===== config.mk =====
export PLATFORM = sky130hd
export DESIGN_NAME = midi_writer
export DESIGN_NICKNAME = d
export VERILOG_FILES = /design/src/rtl/midi_writer.sv
export SDC_FILE = /design/constraint.sdc
export NUM_CORES = 1
export LEC_CHECK = 0
export BUFFER_PORTS_ARGS = -buffer_cell sky130_fd_sc_hd__buf_4
export CAP_MARGIN = 20
export CORE_UTILIZATION = 35
export DETAILED_ROUTE_END_ITERATION = 12
export GPL_TIMING_DRIVEN = 0
export PLACE_DENSITY = 0.61
export RECOVER_POWER = 25
export SLEW_MARGIN = 5
export SYNTH_ARGS = -nofsm -noshare
export SYNTH_HDL_FRONTEND = slang
export SYNTH_SLANG_ARGS = --single-unit
export TNS_END_PERCENT = 5

===== constraint.sdc =====
create_clock -name clk -period 2.91 [get_ports clk]
set_clock_uncertainty 0.2 [all_clocks]
set_input_delay 0.291 -clock clk [delete_from_list [all_inputs] [get_ports clk]]
set_output_delay 0.291 -clock clk [all_outputs]
set_load 0.02 [all_outputs]

===== src/rtl/midi_writer.sv =====
// Serial MIDI transmitter: latches a note-on/note-off request and shifts the
// three-byte message (status, note, velocity) out as 8N1 UART frames.
module midi_writer #(
  parameter int unsigned CLKS_PER_BIT = 128
) (
  input  logic       clk,
  input  logic       rst,
  input  logic       send,
  input  logic       note_on,
  input  logic [3:0] channel,
  input  logic [6:0] note,
  input  logic [6:0] velocity,
  output logic       midi_out,
  output logic       busy,
  output logic       done
);

  // Handshake: send acts as valid and !busy as ready. A request is taken on an
  // edge where the writer is idle (or finishing its last stop bit) and send=1;
  // send while busy is dropped, nothing is queued.
  typedef enum logic [1:0] {
    IDLE  = 2'd0,
    START = 2'd1,
    DATA  = 2'd2,
    STOP  = 2'd3
  } state_t;

  localparam logic [11:0] TIMER_LAST = 12'(CLKS_PER_BIT - 1);

  state_t      state;
  logic [11:0] timer;
  logic [2:0]  bit_idx;
  logic [1:0]  byte_idx;
  logic [7:0]  status_q;
  logic [7:0]  byte1_q;
  logic [7:0]  byte2_q;
  logic [7:0]  shreg;

  logic [7:0]  cur_byte;
  logic [7:0]  new_status;
  logic [7:0]  new_byte1;
  logic [7:0]  new_byte2;
  logic        bit_end;
  logic        last_byte;

  always_comb begin
    new_status = {(note_on ? 4'h9 : 4'h8), channel};
    new_byte1  = {1'b0, note};
    new_byte2  = {1'b0, velocity};
    bit_end    = (timer == TIMER_LAST);
    last_byte  = (byte_idx == 2'd2);
    case (byte_idx)
      2'd0:    cur_byte = status_q;
      2'd1:    cur_byte = byte1_q;
      default: cur_byte = byte2_q;
    endcase
  end

  always_ff @(posedge clk) begin
    if (rst) begin
      state    <= IDLE;
      timer    <= '0;
      bit_idx  <= '0;
      byte_idx <= '0;
      status_q <= '0;
      byte1_q  <= '0;
      byte2_q  <= '0;
      shreg    <= '0;
      midi_out <= 1'b1;
      busy     <= 1'b0;
      done     <= 1'b0;
    end else begin
      done <= 1'b0;
      case (state)
        IDLE: begin
          midi_out <= 1'b1;
          busy     <= 1'b0;
          timer    <= '0;
          bit_idx  <= '0;
          byte_idx <= '0;
          if (send) begin
            status_q <= new_status;
            byte1_q  <= new_byte1;
            byte2_q  <= new_byte2;
            busy     <= 1'b1;
            midi_out <= 1'b0;
            state    <= START;
          end
        end

        START: begin
          if (bit_end) begin
            timer    <= '0;
            bit_idx  <= '0;
            midi_out <= cur_byte[0];
            shreg    <= {1'b0, cur_byte[7:1]};
            state    <= DATA;
          end else begin
            timer <= timer + 12'd1;
          end
        end

        DATA: begin
          if (bit_end) begin
            timer <= '0;
            if (bit_idx == 3'd7) begin
              midi_out <= 1'b1;
              state    <= STOP;
            end else begin
              bit_idx  <= bit_idx + 3'd1;
              midi_out <= shreg[0];
              shreg    <= {1'b0, shreg[7:1]};
            end
          end else begin
            timer <= timer + 12'd1;
          end
        end

        STOP: begin
          if (bit_end) begin
            timer <= '0;
            if (!last_byte) begin
              byte_idx <= byte_idx + 2'd1;
              midi_out <= 1'b0;
              state    <= START;
            end else begin
              done     <= 1'b1;
              byte_idx <= '0;
              // A request waiting at the end of the last stop bit starts the
              // next start bit immediately, so held-send streams have no gap.
              if (send) begin
                status_q <= new_status;
                byte1_q  <= new_byte1;
                byte2_q  <= new_byte2;
                midi_out <= 1'b0;
                state    <= START;
              end else begin
                busy     <= 1'b0;
                midi_out <= 1'b1;
                state    <= IDLE;
              end
            end
          end else begin
            timer <= timer + 12'd1;
          end
        end

        default: begin
          state    <= IDLE;
          midi_out <= 1'b1;
          busy     <= 1'b0;
        end
      endcase
    end
  end

endmodule


After elaboration in Yosys (flattened, before gate mapping)
Index checks and enable logic that the tools add are counted.

cells by class
  reductions and logical operators = 14
  muxes and demuxes = 48
  add/subtract/negate cells = 3
  equality and inequality tests = 15
  bitwise operators = 2

operators with widths
  operator                 count
  $mux W8                  12
  $pmux W8 S2              5
  $pmux W12 S2             1
  $ne A2 B2 Y1 const B     8
  $mux W1                  14
  $mux W2                  7
  $add A12 B1 Y12 const B  1
  $eq A12 B7 Y1 const B    1
  $mux W12                 1
  $reduce_and A4 Y1        3
  $mux W3                  3
  $pmux W3 S3              1
  $pmux W2 S4              1
  $eq A2 B2 Y1 const B     3
  $reduce_and A3 Y1        2
  $reduce_or A3 Y1         2
  $reduce_and A5 Y1        1
  $eq A2 B1 Y1 const B     2
  $logic_not A2 Y1         2
  $pmux W1 S4              1
  $pmux W2 S2              1
  $reduce_bool A2 Y1       2
  $add A3 B1 Y3 const B    1
  $eq A3 B3 Y1 const B     1
  other kinds (5)          6

word-level totals
  flip-flop bits (word level) = 54
  output and inout bits = 3
  bits of input ports = 22

Longest topological paths before layout
  depth after elaboration = 5
  mapped depth = 8

Least setup slack after synthesis
Ideal clock, no wire load.

  path type = register to register
  from = register timer[7]
  to = register byte1_q[0]
  path buffers = 2
  setup time = 62 ps
  data required time = 2648 ps
  stages on the path, launching flop included = 7
  period minus slack after synthesis = 2361 ps
  setup slack = 549 ps
  arrival time = 2098 ps
  path through = dfxtp_1 or4_4 or4_1 buf_2 clkbuf_2 or4_1 nand3_1

on the way
  cells in the longest elaborated chain, start to end = 3

RTL lines
  what                         line  source
  start: declaration           31    logic [11:0] timer;
  start signal: assignment     99    timer <= timer + 12'd1;
  start signal: assignment     115   timer <= timer + 12'd1;
  start signal: assignment     144   timer <= timer + 12'd1;
  $eq A12 B7 Y1                50    bit_end = (timer == TIMER_LAST);
  $ne A2 B2 Y1 (no line)       --
  $reduce_and A3 Y1 (no line)  --
  end signal: assignment       83    byte1_q <= new_byte1;
  end signal: assignment       133   byte1_q <= new_byte1;
  end: declaration             35    logic [7:0] byte1_q;

Every way passes these cells.
A chain may end at the register's enable or synchronous reset.

Worst setup path after layout
  from = register timer[7]
  to = register shreg[5]

on the way
  cells in the longest elaborated chain, start to end = 3

RTL lines
  what                             line  source
  $eq A12 B7 Y1 (*)                50
  $ne A2 B2 Y1 (no line)           --
  $reduce_and A4 Y1 (no line) (*)  --
  end signal: assignment           96    shreg <= {1'b0, cur_byte[7:1]};
  end signal: assignment           112   shreg <= {1'b0, shreg[7:1]};
  end: declaration                 37    logic [7:0] shreg;

Every way passes the cells marked *; elsewhere a longest branch is shown, timed or not.

==> results.tsv <==
stage	metric	value	unit
outcome	outcome	complete, no violations	
route	total number of vias	2846	
clock_tree	CTS Buf Count	5	
clock_tree	H-Tree Level Count	2	
clock_tree	Clock Sinks	49	
clock_tree	CTS tree	built	
clock_tree	CTS max path bufs	2	
route	Residual DRC	0	
global_routing	Total GRT Usage	18.6	%
route	drt total wl	7.76	mm
synth	Yosys Warn Count	0	
clock_tree	Clk pin slew, worst setup/hold paths	100	ps
pwr	Clk pwr share	24.6	%
worst_setup_path	Arrival @ worst endpoint	2770	ps
synth	Adder-Cell Fraction of Synth Area	3.98	%
clock_tree	cts repair resizes	0	
pwr	Net Switching	813	uW
synth	syn avg cell area	7.88	um2
global_routing	largest net degree at the start of global routing	15	
cells_and_area	share of cells above drive strength 1	8.21	%
synth	async set-reset flop share out of synthesis	0	%
synth	synthesized area	2830	um2
route	initial detailed-routing violation count	196	
placed_design	DP Wirelength	5.52	mm
synth	ys flop type	dfxtp_1	
sta	Final min period	2750	ps
sta	Worst slew margin	24.7	%
floorplanning	Die Y	91.9	um
sta	setup_tns	0	ps
synth	post-synth cell types	42	
synth	Synth Register Bits	49	
clock_tree	post-CTS setup buffers	0	
sta	Final Max Tran Viols	0	
synth	most frequent cell after synthesis	dfxtp_1	
synth	post-synthesis xor/xnor area fraction	3.10	%
cells_and_area	Nets	420	
cells_and_area	number of diodes	0	
cells_and_area	Layout area overhead	14.2	%
synth	Post-synth top cells	dfxtp_1, nand2_1, clkbuf_1	
pwr	pwr dens	655	nW/um2
worst_setup_path	type of origin of the critical path	flop	
floorplanning	row cnt	32	
pwr	worst vdd ir	0.000241	V
route	DR WL/cell	15.8	um
clock_tree	Clock Latency Late Sink	310	ps
placed_design	Port Buf Inserts	23	
synth	post-synthesis simple-gate area fraction	26.9	%
synth	mux cell area share after synthesis	3.54	%
floorplanning	Die ar.	8450	um2
sta	RSZ-0062 raised after global routing	no	
sta	worst-margin pin slew	1120	ps
floorplanning	die width	91.9	um
pwr	Logic pwr share	34.3	%
pwr	Sw Ratio	38.5	%
worst_setup_path	crit-path max FO	10	
pwr	Internal	1.30	mW
synth	post-synthesis compound-gate area fraction	21.4	%
sta	fmax	0.364	GHz
synth	synthesized net count	390	
pwr	share of power burned in registers	41.2	%
hold_path	Worst Hold Class	in2reg	
route	Pre-antenna DRT Iters	5	
global_routing	global-route wire length before repair	12.5	mm
worst_setup_path	worst setup path category	reg2reg	
synth	Synth area leader	dfxtp_1	
job	max cap viols	0	
floorplanning	starting density of the core	36.4	%
clock_tree	hold-fix buffers at CTS	0	
sta	Final Setup Violations	0	
sta	Tcrit/Tclk final	94.4	%
worst_setup_path	Worst Path Required	2940	ps
worst_setup_path	critical path endpoint category	flop	
synth	Cells after Synth	359	
global_routing	GRT overflow	0	
synth	largest cells by area after synthesis	dfxtp_1, o2111ai_1, or4_1, nand2_1, a31oi_1	
clock_tree	clk root buf	clkbuf_8	
placed_design	gpl congestion	0.795	
global_routing	vias in the first global route	2502	
synth	post-synth top area share	34.7	%
sta	final hold vios	0	
pwr	Static Leak	1.10	nW
pwr	Design Power	2.11	mW
synth	largest family of logic cells by synthesized area	simple AND/OR/NAND/NOR gates	
floorplanning	Ports	25	
synth	sequential element share of the synthesized area	34.7	%
synth	Post-synth EDFFs	0	
global_routing	antenna violations before repair	0	
floorplanning	core area	7770	um2
route	vias per cell	5.78	
route	ANT nets after route	0	
## cell type report
type	count	area [um2]
Timing Repair Buffer	23	161
Clock buffer	7	86.3
Buffer	35	143
Inverter	10	37.5
Clock inverter	1	30.0
Fill cell	836	4540
Multi-Input combinational cell	265	1660
Sequential cell	49	981
Tap cell	102	128
## power groups by stage
stage	clock network, mW	registers (mW)	logic [mW]
floorplan	0	0.863	0.511
CTS	0.530	0.868	0.728
detailed placement	0	0.883	0.726
global placement	0	0.879	0.714
global route	0.555	0.881	0.795
finish	0.520	0.870	0.724
## per-layer routing
| layer | share of wire (%) | GRT usage [%] |
|---|---|---|
| met5 | 0 | 0 |
| met4 | 1.4 | 5.99 |
| met3 | 5.4 | 2.74 |
| met2 | 45 | 28.1 |
| met1 | 48 | 26.9 |
## flip-flops by register name, indices dropped and copies added (netlist names)
signal and count:
state 2, midi_out 1, byte2_q 7, shreg 7
byte1_q 7, bit_idx 3, status_q 6, timer 12
byte_idx 2, done 1, busy 1
## per-stage QoR
stage                     hold slack [ps]  worst slack (ps)  instance area [um2]  utilization (%)  std cells
final                                 141               162                 3230             41.6        492
after global routing                  158              34.6                 3230             41.6        492
after CTS                             140               217                 3250             41.8        492
after detailed placement              250               226                 3130             40.3        484
after global placement                229               268                 3130             40.3        484
after floorplan                       218               549                 2830                -        359
## cell families (layout without fill, tap and decap cells)
family / Yosys count / in the layout
muxes: 10 / 10
adders and majority gates: 9 / 9
AOI/OAI and AO/OA: 89 / 89
and+or+nand+nor: 147 / 147
DFF: 49 / 49
buffers and inverters: 45 / 76
xor gates and xnor gates: 10 / 10
## critical path, cell delays in order, from the launching register on
cell	delay, ps
dfxtp_1	360
or4_1	550
nor4_1	870
buf_2	390
o2111ai_1	140
a21oi_1	150
## layout by cell type, fill, tap and decap left out, types with 5 or more instances in the layout
cell type  count
clkbuf_8       6
o21ai_0       14
buf_4         20
a21oi_1       15
mux2i_1       10
a211oi_1       5
nor2_1        17
nand2_1       39
dfxtp_1       49
ha_1           9
xnor2_1        6
a31oi_1       22
nand2b_1       5
or4_1         22
clkbuf_1      33
nor3_1        22
inv_1          9
o2111ai_1     21
nand3_1       24
## path summary, 6_finish.rpt
check / from / end / slack [ps] / cells past startpoint
max: timer[7] / shreg[5] / 160 / 5
min: note[3] / byte1_q[3] / 140 / 4
max reg2reg: timer[7] / shreg[5] / 160 / 5
min reg2reg: timer[0] / timer[0] / 260 / 1
(Power assumes the default switching activity.)
